`config.mk`:
```
export PLATFORM = sky130hd
export DESIGN_NAME = rf_exec_writeback
export DESIGN_NICKNAME = d
export VERILOG_FILES = /design/src/rtl/rf_exec_writeback.sv
export SDC_FILE = /design/constraint.sdc
export NUM_CORES = 1
export LEC_CHECK = 0
export BUFFER_PORTS_ARGS = -buffer_cell sky130_fd_sc_hd__buf_2
export CAP_MARGIN = 0
export CORE_MARGIN = 10
export CORE_UTILIZATION = 47
export DETAILED_ROUTE_END_ITERATION = 16
export HOLD_SLACK_MARGIN = 0.1
export PLACE_DENSITY = 0.66
export SLEW_MARGIN = 10
export SYNTH_ARGS = -nofsm -noshare
export SYNTH_HDL_FRONTEND = slang
export SYNTH_SLANG_ARGS = --single-unit
```
`constraint.sdc`:
```
create_clock -name clk -period 3.9 [get_ports clk]
set_input_delay 0.39 -clock clk [delete_from_list [all_inputs] [get_ports clk]]
set_output_delay 0.39 -clock clk [all_outputs]
set_load 0.02 [all_outputs]
```
`src/rtl/rf_exec_writeback.sv`:
```
// ---------------------------------------------------------------------------
// rf_exec_writeback
//
// Multi-cycle R-type execute / write-back sequencer. It sits downstream of a
// 32x32 register file and closes the loop back into it. One instruction is
// accepted per valid/ready handshake. The block then walks
// IDLE -> READ -> EXEC -> WB -> IDLE, so it handles one instruction every
// four cycles.
//
// Ports:
//   clk           system clock, all state on the rising edge
//   rst           asynchronous, active-low reset
//   instrValid    instr holds a valid instruction
//   instrReady    block accepts an instruction on this edge (IDLE only)
//   instr         opcode[31:26] rs[25:21] rt[20:16] rd[15:11]
//                 shamt[10:6] funct[5:0]
//   regReadSel0/1 register-file read selects (rs / rt of the held instruction)
//   regReadData0/1 combinational register-file read data
//   regWriteSel   register-file write select (rd)
//   writeEnable   one-cycle write strobe in WB (legal and rd != 0)
//   writeData     ALU result
//   done          one-cycle pulse in WB
//   illegal       one-cycle pulse in WB for an unsupported instruction
//   flagZ/N/C/V   flags of the last legal instruction
//
// Every output comes straight from a flop. The flops all reset
// asynchronously, so writeEnable drops as soon as rst goes low.
// ---------------------------------------------------------------------------
module rf_exec_writeback #(
    parameter int DATA_W = 32,
    parameter int ADDR_W = 5
) (
    input  logic              clk,
    input  logic              rst,
    input  logic              instrValid,
    output logic              instrReady,
    input  logic [31:0]       instr,
    output logic [ADDR_W-1:0] regReadSel0,
    output logic [ADDR_W-1:0] regReadSel1,
    input  logic [DATA_W-1:0] regReadData0,
    input  logic [DATA_W-1:0] regReadData1,
    output logic [ADDR_W-1:0] regWriteSel,
    output logic              writeEnable,
    output logic [DATA_W-1:0] writeData,
    output logic              done,
    output logic              illegal,
    output logic              flagZ,
    output logic              flagN,
    output logic              flagC,
    output logic              flagV
);

    localparam int MSB = DATA_W - 1;

    localparam logic [5:0] OP_RTYPE = 6'h00;
    localparam logic [5:0] FN_SLL   = 6'h00;
    localparam logic [5:0] FN_SRL   = 6'h02;
    localparam logic [5:0] FN_ADD   = 6'h20;
    localparam logic [5:0] FN_SUB   = 6'h22;
    localparam logic [5:0] FN_AND   = 6'h24;
    localparam logic [5:0] FN_OR    = 6'h25;
    localparam logic [5:0] FN_XOR   = 6'h26;
    localparam logic [5:0] FN_SLT   = 6'h2A;

    typedef enum logic [1:0] {
        ST_IDLE = 2'd0,
        ST_READ = 2'd1,
        ST_EXEC = 2'd2,
        ST_WB   = 2'd3
    } state_t;

    typedef struct packed {
        logic [DATA_W-1:0] res;
        logic              c;
        logic              v;
    } alu_out_t;

    // Decide whether opcode/funct name one of the supported R-type operations.
    function automatic logic is_legal(input logic [5:0] op, input logic [5:0] fn);
        logic ok;
        ok = 1'b0;
        if (op == OP_RTYPE) begin
            case (fn)
                FN_SLL, FN_SRL, FN_ADD, FN_SUB,
                FN_AND, FN_OR, FN_XOR, FN_SLT: ok = 1'b1;
                default:                       ok = 1'b0;
            endcase
        end else begin
            ok = 1'b0;
        end
        return ok;
    endfunction

    // Compute the result plus the carry and overflow flags. Both flags are 0
    // for everything except ADD and SUB.
    function automatic alu_out_t alu(input logic [5:0]        fn,
                                     input logic [4:0]        shamt,
                                     input logic [DATA_W-1:0] a,
                                     input logic [DATA_W-1:0] b);
        alu_out_t        o;
        logic [DATA_W:0] wide;
        o    = '0;
        wide = {(DATA_W+1){1'b0}};
        case (fn)
            FN_ADD: begin
                wide  = {1'b0, a} + {1'b0, b};
                o.res = wide[MSB:0];
                o.c   = wide[DATA_W];
                o.v   = (a[MSB] == b[MSB]) && (o.res[MSB] != a[MSB]);
            end
            FN_SUB: begin
                // A + ~B + 1: the carry out of this sum is the not-borrow flag.
                wide  = {1'b0, a} + {1'b0, ~b} + {{DATA_W{1'b0}}, 1'b1};
                o.res = wide[MSB:0];
                o.c   = wide[DATA_W];
                o.v   = (a[MSB] != b[MSB]) && (o.res[MSB] != a[MSB]);
            end
            FN_AND: o.res = a & b;
            FN_OR:  o.res = a | b;
            FN_XOR: o.res = a ^ b;
            FN_SLT: o.res = ($signed(a) < $signed(b)) ? {{(DATA_W-1){1'b0}}, 1'b1}
                                                      : {DATA_W{1'b0}};
            FN_SLL: o.res = b << shamt;
            FN_SRL: o.res = b >> shamt;
            default: o.res = {DATA_W{1'b0}};
        endcase
        return o;
    endfunction

    state_t            state_q,   state_d;
    logic [31:0]       instr_q,   instr_d;
    logic [DATA_W-1:0] a_q,       a_d;
    logic [DATA_W-1:0] b_q,       b_d;
    logic [DATA_W-1:0] result_q,  result_d;
    logic              ready_q,   ready_d;
    logic              we_q,      we_d;
    logic              done_q,    done_d;
    logic              illegal_q, illegal_d;
    logic [3:0]        flags_q,   flags_d;   // {Z, N, C, V}

    logic [5:0] fld_op;
    logic [4:0] fld_rs;
    logic [4:0] fld_rt;
    logic [4:0] fld_rd;
    logic [4:0] fld_shamt;
    logic [5:0] fld_fn;
    logic       legal_s;
    alu_out_t   alu_s;

    assign fld_op    = instr_q[31:26];
    assign fld_rs    = instr_q[25:21];
    assign fld_rt    = instr_q[20:16];
    assign fld_rd    = instr_q[15:11];
    assign fld_shamt = instr_q[10:6];
    assign fld_fn    = instr_q[5:0];

    assign legal_s = is_legal(fld_op, fld_fn);
    assign alu_s   = alu(fld_fn, fld_shamt, a_q, b_q);

    // Next-state and next-output logic for the four-state sequencer.
    always_comb begin
        state_d   = state_q;
        instr_d   = instr_q;
        a_d       = a_q;
        b_d       = b_q;
        result_d  = result_q;
        ready_d   = ready_q;
        we_d      = 1'b0;
        done_d    = 1'b0;
        illegal_d = 1'b0;
        flags_d   = flags_q;
        case (state_q)
            ST_IDLE: begin
                if (instrValid) begin
                    instr_d = instr;
                    state_d = ST_READ;
                    ready_d = 1'b0;
                end else begin
                    state_d = ST_IDLE;
                    ready_d = 1'b1;
                end
            end
            ST_READ: begin
                a_d     = regReadData0;
                b_d     = regReadData1;
                state_d = ST_EXEC;
                ready_d = 1'b0;
            end
            ST_EXEC: begin
                // The WB-cycle outputs are set up here, so that they come
                // out of flops during WB.
                result_d  = alu_s.res;
                state_d   = ST_WB;
                ready_d   = 1'b0;
                done_d    = 1'b1;
                illegal_d = ~legal_s;
                we_d      = legal_s && (fld_rd != 5'd0);
                if (legal_s) begin
                    flags_d = {(alu_s.res == {DATA_W{1'b0}}), alu_s.res[MSB], alu_s.c, alu_s.v};
                end else begin
                    flags_d = flags_q;
                end
            end
            ST_WB: begin
                state_d = ST_IDLE;
                ready_d = 1'b1;
            end
            default: begin
                state_d = ST_IDLE;
                ready_d = 1'b1;
            end
        endcase
    end

    // State and output registers. The asynchronous reset aborts any
    // instruction in flight.
    always_ff @(posedge clk or negedge rst) begin
        if (!rst) begin
            state_q   <= ST_IDLE;
            instr_q   <= 32'h0000_0000;
            a_q       <= {DATA_W{1'b0}};
            b_q       <= {DATA_W{1'b0}};
            result_q  <= {DATA_W{1'b0}};
            ready_q   <= 1'b1;
            we_q      <= 1'b0;
            done_q    <= 1'b0;
            illegal_q <= 1'b0;
            flags_q   <= 4'b0000;
        end else begin
            state_q   <= state_d;
            instr_q   <= instr_d;
            a_q       <= a_d;
            b_q       <= b_d;
            result_q  <= result_d;
            ready_q   <= ready_d;
            we_q      <= we_d;
            done_q    <= done_d;
            illegal_q <= illegal_d;
            flags_q   <= flags_d;
        end
    end

    assign instrReady  = ready_q;
    assign regReadSel0 = ADDR_W'(fld_rs);
    assign regReadSel1 = ADDR_W'(fld_rt);
    assign regWriteSel = ADDR_W'(fld_rd);
    assign writeEnable = we_q;
    assign writeData   = result_q;
    assign done        = done_q;
    assign illegal     = illegal_q;
    assign flagZ       = flags_q[3];
    assign flagN       = flags_q[2];
    assign flagC       = flags_q[1];
    assign flagV       = flags_q[0];

endmodule
```
# [Yosys cells after proc, flatten, opt, wreduce, memory -nomap -nowiden]
# Index checks and enable logic that the tools add are counted.
[classes] magnitude_cmp=1 n_addsub=3 n_bitwise=5 reduce_logical=12 n_eq_ne=14 mux=12 shift=2
[op_table] cell="one-hot mux 32 bit (8 select lines)" n=1
[op_table] cell="adder 32 x 32 -> 33 bit" n=2
[op_table] cell="== test 6 bit (second input constant)" n=6
[op_table] cell="adder 33 x 1 -> 33 bit (second input constant)" n=1
[op_table] cell="bitwise AND 32 bit" n=1
[op_table] cell="zero test 32 bit" n=1
[op_table] cell="< comparator 32 bit" n=1
[op_table] cell="NOT 32 bit" n=1
[op_table] cell="bitwise OR 32 bit" n=1
[op_table] cell="<< shifter 32 x 5 -> 32 bit" n=1
[op_table] cell="right shift 32 x 5 -> 32 bit" n=1
[op_table] cell="XOR 32 bit" n=1
[op_table] cell="zero test 6 bit" n=2
[op_table] cell="2-to-1 mux 1 bit" n=8
[op_table] cell="one-hot mux 2 bit (4 select lines)" n=1
[op_table] cell="OR reduction 8 bit" n=1
[op_table] cell="== test 6 x 2 -> 1 bit (second input constant)" n=1
[op_table] cell="nonzero test 5 bit" n=1
[op_table] cell="== test 2 bit (second input constant)" n=2
[op_table] cell="one-hot mux 2 bit (2 select lines)" n=1
[op_table] cell="AND reduction 2 bit" n=2
[op_table] cell="logical AND 1 bit" n=3
[op_table] cell="inequality test 1 bit" n=3
[op_table] cell="one-hot mux 1 bit (3 select lines)" n=1
[op_table] cell="5 further kinds" n=5
[word_totals] in_bits=99 output_inout_bits=55 ff_bits=138 elab_cells=59

# [Depth between registers and ports, before layout]
# Gate-level depths: netlist (run 1).
[depth] word_depth=6 mapped_depth=17 mapped_depth_nobuf=15

# [Worst setup path before layout (run 1)]
# No wires, ideal clock.
[synth_path] kind="reg2reg" from="register b_q[1]" to="register flags_q[3]" path_slack_ns=0.404 synth_period_minus_slack_ns=3.496 path_buffers=0 t_required_ns=3.834 path_stages_with_launch=14 arrival_ns=3.430 setup_ns=0.066 cell_sequence="dfrtp_1 > inv_1 > ha_1 > o21ba_2 > or4_1 > a211oi_2 > o21ai_1 > nand4_1 > a311oi_1 > o31ai_1 > o221ai_1 > a2111oi_0 > nand4_1 > nand2_1"
[synth_between] elab_chain_cells=5 word_cells_on_any_way=13 cone_classes="add/sub: 3; order compare: 1; shift: 2; mux: 2; bitwise: 4; reduce/logical: 1"
[synth_lines] item="from (decl)" line="133" text="logic [DATA_W-1:0] b_q, b_d;"
[synth_lines] item="from (signal assigned)" line="222" text="b_q <= {DATA_W{1'b0}};"
[synth_lines] item="NOT 32 bit" line="113" text="wide = {1'b0, a} + {1'b0, ~b} + {{DATA_W{1'b0}}, 1'b1};"
[synth_lines] item="adder 32 x 32 -> 33 bit" line="113"
[synth_lines] item="adder 33 x 1 -> 33 bit" line="113"
[synth_lines] item="one-hot mux 32 bit (8 select lines) (*)" line="104" text="case (fn)"
[synth_lines] item="zero test 32 bit (*)" line="199" text="flags_d = {(alu_s.res == {DATA_W{1'b0}}), alu_s.res[MSB], alu_s.c, alu_s.v};"
[synth_lines] item="to (signal assigned)" line="239" text="flags_q <= flags_d;"
[synth_lines] item="to (decl)" line="139" text="logic [3:0] flags_q, flags_d;"
# Every way passes the cells marked *; elsewhere a longest branch is shown, timed or not.
# A chain may end at the register's enable or synchronous reset.

# [Worst setup path in the final report (run 1)]
# Ends and elaborated chain as after synthesis.

==> results of run 1 <==
## logic make-up after synthesis
family,count (synthesis),synth area share [%]
multiplexers,161,15.2
AND/OR/NAND/NOR,598,19.0
XOR/XNOR,14,0.815
buffers and inverters,262,7.41
flip-flops,138,23.0
adder cells (fa/ha/maj),113,9.50
AO/OA/AOI/OAI,555,25.1
## worst register-to-register path: stages, from the launching register on
cell       delay [ns]
dfrtp_1          0.39
inv_1            0.08
ha_1             0.32
o21ba_2          0.26
or4_4            0.45
a211oi_4         0.36
o21ai_1          0.20
nand4_1          0.24
a311oi_1         0.15
o31ai_1          0.53
o221ai_1         0.21
a2111oi_0        0.43
nand4_1          0.14
nand2_1          0.08
## stage by stage
step	worst slack (ns)	std cells
3_3_place_gp	-0.250	2501
6_report	0.0158	2548
3_5_place_dp	-0.261	2501
2_1_floorplan	0.404	1841
5_1_grt	-0.0264	2546
4_1_cts	0.00704	2538
## flip-flops by register name (all words and copies together) (netlist names)
register	count
writeEnable	1
done	1
flags_q	4
b_q	32
instrReady	1
illegal	1
state_q	2
instr_q	32
a_q	32
writeData	32
## repair_timing
action,CTS,global route
setup endpoints to repair,1,5
endpoints found under the hold margin,70,0
hold buffers,2,0
gates resized for setup,3,29
buffers inserted,3,8
pin swaps,0,11
## cells in the mapped netlist (15+ instances only)
cell type  number  area (sq um)
nor2b_1        15          93.8
a211oi_1       30           225
o211ai_1       35           263
or3_1          16           100
a221o_1        16           160
buf_1          20          75.1
nor3_1         46           230
nand4_1        24           150
o21ai_0       131           656
nand2_1       182           683
nand3_1        35           175
buf_4          20           150
mux4_2         43           968
ha_1          111          1390
o31ai_1        15           113
mux2i_1        49           490
mux2_2         63           709
a21oi_1       116           581
nand2b_1       20           125
dfrtp_1       137          3430
buf_2          20           100
nor4_1         22           138
clkbuf_1       96           360
a221oi_1       22           193
inv_1         101           379
a22oi_1        16           120
nor2_1        167           627
## final timing paths
path                               to  slack, ns
max                        flags_q[3]       0.02
max in group asynchronous  instrReady       2.48
min reg2reg                flags_q[2]       0.48
min in group asynchronous     a_q[11]       0.54
min                           b_q[15]       0.13
max reg2reg                flags_q[3]       0.02
## per-layer routing
layer | wire (um) | up-vias
met4 | 4850 | 0
met2 | 32800 | 1074
li1 | - | 7406
met3 | 6850 | 236
met1 | 28900 | 8050
met5 | 0 | -
## cell type report
cell class,instances,area (sq um)
antenna,2,5.00
clock buffer,19,433
clock inverter,13,168
fill,2911,13000
inverter,103,387
multi-input combinational,1441,10600
sequential,138,3460
tap,402,503
timing repair buffer,430,2940
==> results.sh, run 1 <==
export IMPL_grt_max_degree=94
export IMPL_clock_root_buffer="clkbuf_16"
export IMPL_antenna_found_initial=1
export IMPL_cts_sink_count=138
export IMPL_final_common_cell="buf_4"
export IMPL_setup_violations=0
export IMPL_grt_overflow_total=0
export IMPL_dieArea_sq_um=39600
export IMPL_drcViolationCount=0
export IMPL_postSynthNetCount=2053
export IMPL_vias=16800
export IMPL_min_from="regReadData1[15]"
export IMPL_required_ns=4.29
export IMPL_cp_num_cells=13
export IMPL_startpoint="b_q[1]"
export IMPL_final_cell_mix="buf_4 (268), nand2_1 (182), nor2_1 (167)"
export IMPL_netlist_instances=1841
export IMPL_hold_path_class="input port to register"
export IMPL_worst_path_buf_inv=1
export IMPL_path_clk_slew_ns=0.08
export IMPL_cp_cell_sequence="inv_1 -> ha_1 -> o21ba_2 -> or4_4 -> a211oi_4 -> o21ai_1 -> nand4_1 -> a311oi_1 -> o31ai_1 -> o221ai_1 -> a2111oi_0 -> nand4_1 -> nand2_1"
export IMPL_crit_path_max_fanout=4
export IMPL_clock_latency_ns=0.46
export IMPL_grt_busiest_layer="met2"
export IMPL_cts_buffers=17
export IMPL_synth_edf_count=0
export IMPL_drt_iter0_markers=2061
export IMPL_period_needed_ns=3.88
export IMPL_fin_area_sq_um=18500
export IMPL_crit_top_cell="nand4_1"
export IMPL_max_slew_margin_pct=15.0
export IMPL_postSynthAreaPerCell_sq_um=8.17
export IMPL_port_buffers=153
export IMPL_synthArstFlopShare_pct=100
export IMPL_status="finished clean"
export IMPL_cp_slowest_stage_delay_ns=0.53
export IMPL_min_period_over_period_pct=99.6
export IMPL_dr_pass1_iters=6
export IMPL_synth_warnings=0
export IMPL_r2r_cells=13
export IMPL_fp_row_count=65
export IMPL_critical_path_class="register to register"
export IMPL_synthFlopType="dfrtp_1"
export IMPL_timing_hold_violations_final=0
export IMPL_cp_top_family="compound AO/OA/AOI/OAI gates"
export IMPL_ioPinCount=154
export IMPL_drive_gt1_share_pct=29.2
export IMPL_cts_buffer_depth=2
export IMPL_place_area_sq_um=17700
export IMPL_whs_path_depth=3
export IMPL_syn_area_sq_um=15000
export IMPL_utilization_pct=58.7
export IMPL_yosysUniqueCellTypes=89
export IMPL_track_usage_pct=36.6
export IMPL_die_x_um=199
export IMPL_grt_met1_usage_pct=46.0
export IMPL_hpwl_um=58200
export IMPL_grt_pass1_vias=16500
export IMPL_reg2reg_from="b_q[1]"
export IMPL_worstMarginPinSlew_ns=1.26
export IMPL_grt_use_met2_pct=56.7
export IMPL_floorplan_initialDensity_pct=47.7
export IMPL_max_cap_violations=0
export IMPL_fmaxAchievable_ghz=0.257
export IMPL_cts_htree_levels=4
export IMPL_gr_usage_met3_pct=7.69
export IMPL_hold_ws_ns=0.125
export IMPL_cts_tree="done"
export IMPL_vias_per_cell=6.58
export IMPL_coreArea_sq_um=31600
export IMPL_yosysSeqAreaShare_pct=23.0
export IMPL_wl_per_cell_um=28.8
export IMPL_ys_ff_latch=138
export IMPL_place_gp_congestion=1.08
export IMPL_syn2layout_area_growth_pct=23.1
export IMPL_clock_skew_ns=0.0178
export IMPL_nets=2343
export IMPL_worstPathArrival_ns=4.27
export IMPL_antenna_left=0
export IMPL_grt_pass1_wl_um=107000
export IMPL_drv_slew=0
export IMPL_start_kind="register"
export IMPL_die_h_um=199
export IMPL_crit_path_end_kind="register"
export IMPL_worst_path_max_delay_cell="o31ai_1"
export IMPL_fin_setup_tns_ns=0
export IMPL_finalWirelength_um=73400
Power of run 1 is left out: the tool's default activity adds up to more than one toggle a clock period on the data nets, which glitch-free logic cannot reach.
==> run 2: changes to the inputs <==
--- a/config.mk
+++ b/config.mk
@@ -7,6 +7,7 @@
 export LEC_CHECK = 0
 export BUFFER_PORTS_ARGS = -buffer_cell sky130_fd_sc_hd__buf_2
 export CAP_MARGIN = 0
+export CORE_ASPECT_RATIO = 1.4
 export CORE_MARGIN = 10
 export CORE_UTILIZATION = 47
 export DETAILED_ROUTE_END_ITERATION = 16
==> results.sh, run 2 (synthesis gave the netlist of run 1 again) <==
export IMPL_status="finished clean"
export IMPL_crit_path_max_fanout=8
export IMPL_worst_path_max_delay_cell="mux4_2"
export IMPL_die_h_um=232
export IMPL_max_cap_violations=0
export IMPL_place_gp_congestion=1.10
export IMPL_fmaxAchievable_ghz=0.261
export IMPL_antenna_left=0
export IMPL_fin_area_sq_um=19600
export IMPL_dr_pass1_iters=8
export IMPL_cts_sink_count=138
export IMPL_dr_wl_met3_um=6180
export IMPL_cts_tree="done"
export IMPL_cts_buffer_depth=2
export IMPL_grt_overflow_total=0
export IMPL_hpwl_um=59800
export IMPL_top_layer="met5"
export IMPL_worstMarginPinSlew_ns=1.22
export IMPL_path_clk_slew_ns=0.07
export IMPL_die_x_um=171
export IMPL_pre_cts_slack_ns=-0.216
export IMPL_track_usage_pct=36.8
export IMPL_crit_path_end_kind="register"
export IMPL_wl_met1_um=26200
export IMPL_grt_pass1_vias=17500
export IMPL_cts_htree_levels=4
export IMPL_cts_buffers=17
export IMPL_finalWirelength_um=74300
export IMPL_clock_latency_ns=0.46
export IMPL_place_area_sq_um=18600
export IMPL_multi_input_area_sq_um=10800
export IMPL_cp_cell_sequence="buf_4 -> buf_4 -> mux4_2 -> nand2_1 -> nand2_1 -> a222oi_1 -> buf_4 -> o211ai_1 -> a211o_1 -> nor4b_2 -> nand4_1 -> nor4_4 -> buf_4 -> nand4_1 -> nand2_1"
export IMPL_drive_gt1_share_pct=33.9
export IMPL_final_cell_mix="buf_4 (372), nand2_1 (182), nor2_1 (166)"
export IMPL_max_slew_margin_pct=17.6
export IMPL_route_met2_wl_um=34600
export IMPL_port_buffers=153
export IMPL_wl_per_cell_um=28.0
export IMPL_drv_slew=0
export IMPL_drcViolationCount=0
export IMPL_cp_slowest_stage_delay_ns=0.55
export IMPL_fin_setup_tns_ns=0
export IMPL_critical_path_class="register to register"
export IMPL_floorplan_initialDensity_pct=47.6
export IMPL_ioPinCount=154
export IMPL_num_fill_cells=2846
export IMPL_nets=2455
export IMPL_clock_skew_ns=0.0170
export IMPL_grt_pass1_wl_um=109000
export IMPL_clock_root_buffer="clkbuf_16"
export IMPL_worstPathArrival_ns=4.22
export IMPL_period_needed_ns=3.83
export IMPL_dieArea_sq_um=39700
export IMPL_cp_top_family="simple AND/OR/NAND/NOR gates"
export IMPL_syn2layout_area_growth_pct=30.2
export IMPL_crit_top_cell="buf_4"
export IMPL_worst_path_buf_inv=4
export IMPL_start_kind="register"
export IMPL_worst_slack_ns=0.0719
export IMPL_regArea_sq_um=3470
export IMPL_antenna_found_initial=5
export IMPL_grt_max_degree=73
export IMPL_vias=17400
export IMPL_drt_iter0_markers=1826
export IMPL_min_period_over_period_pct=98.2
export IMPL_rsz0062_at_grt="yes"
export IMPL_fp_row_count=77
export IMPL_required_ns=4.30
export IMPL_vias_per_cell=6.54
export IMPL_hold_path_class="input port to register"
export IMPL_final_common_cell="buf_4"
export IMPL_timing_hold_violations_final=0
export IMPL_setup_violations=0
export IMPL_coreArea_sq_um=31600
run 2: timing repair:
item | CTS | global route
pin swaps | 2 | 25
hold buffers | 1 | 0
gates resized for setup | 15 | 54
endpoints found under the setup margin | 2 | 8
buffers inserted | 5 | 10
hold endpoints to repair | 70 | 0
run 2: per-stage QoR:
stage	cells	hold slack (ns)	util, %
finish	2653	0.107	62.0
floorplan	1841	0.0944	-
global route	2651	0.117	62.0
detailed placement	2603	0.434	58.8
global placement	2603	0.429	58.8
CTS	2641	0.103	61.1
run 2: worst paths after layout:
| kind | start | end | slack [ns] | cells past startpoint |
|---|---|---|---|---|
| worst min-delay path | instrValid | instrReady | 0.11 | 2 |
| worst max-delay path | instr_q[6] | flags_q[3] | 0.07 | 15 |
| worst min register to register | writeData[22] | writeData[22] | 0.47 | 1 |
| worst max register to register | instr_q[6] | flags_q[3] | 0.07 | 15 |
| max in group asynchronous | rst | instr_q[6] | 2.54 | 3 |
| min in group asynchronous | rst | b_q[17] | 0.48 | 2 |
run 2: area by class of cell:
cell class,count,share of cell area [%]
antenna,2,0.0255
sequential,138,17.7
multi-input combinational,1441,55.1
clock buffer,18,2.24
clock inverter,14,0.703
inverter,103,1.97
timing repair buffer,542,19.8
tap,395,2.52
run 2: per-layer routing:
| metal | GRT usage (%) | vias up |
|---|---|---|
| met4 | 30.9 | 4 |
| li1 | - | 7640 |
| met2 | 59.3 | 1046 |
| met5 | 0 | - |
| met3 | 7.89 | 344 |
| met1 | 40.6 | 8327 |
Power of run 2 is left out for the same reason.
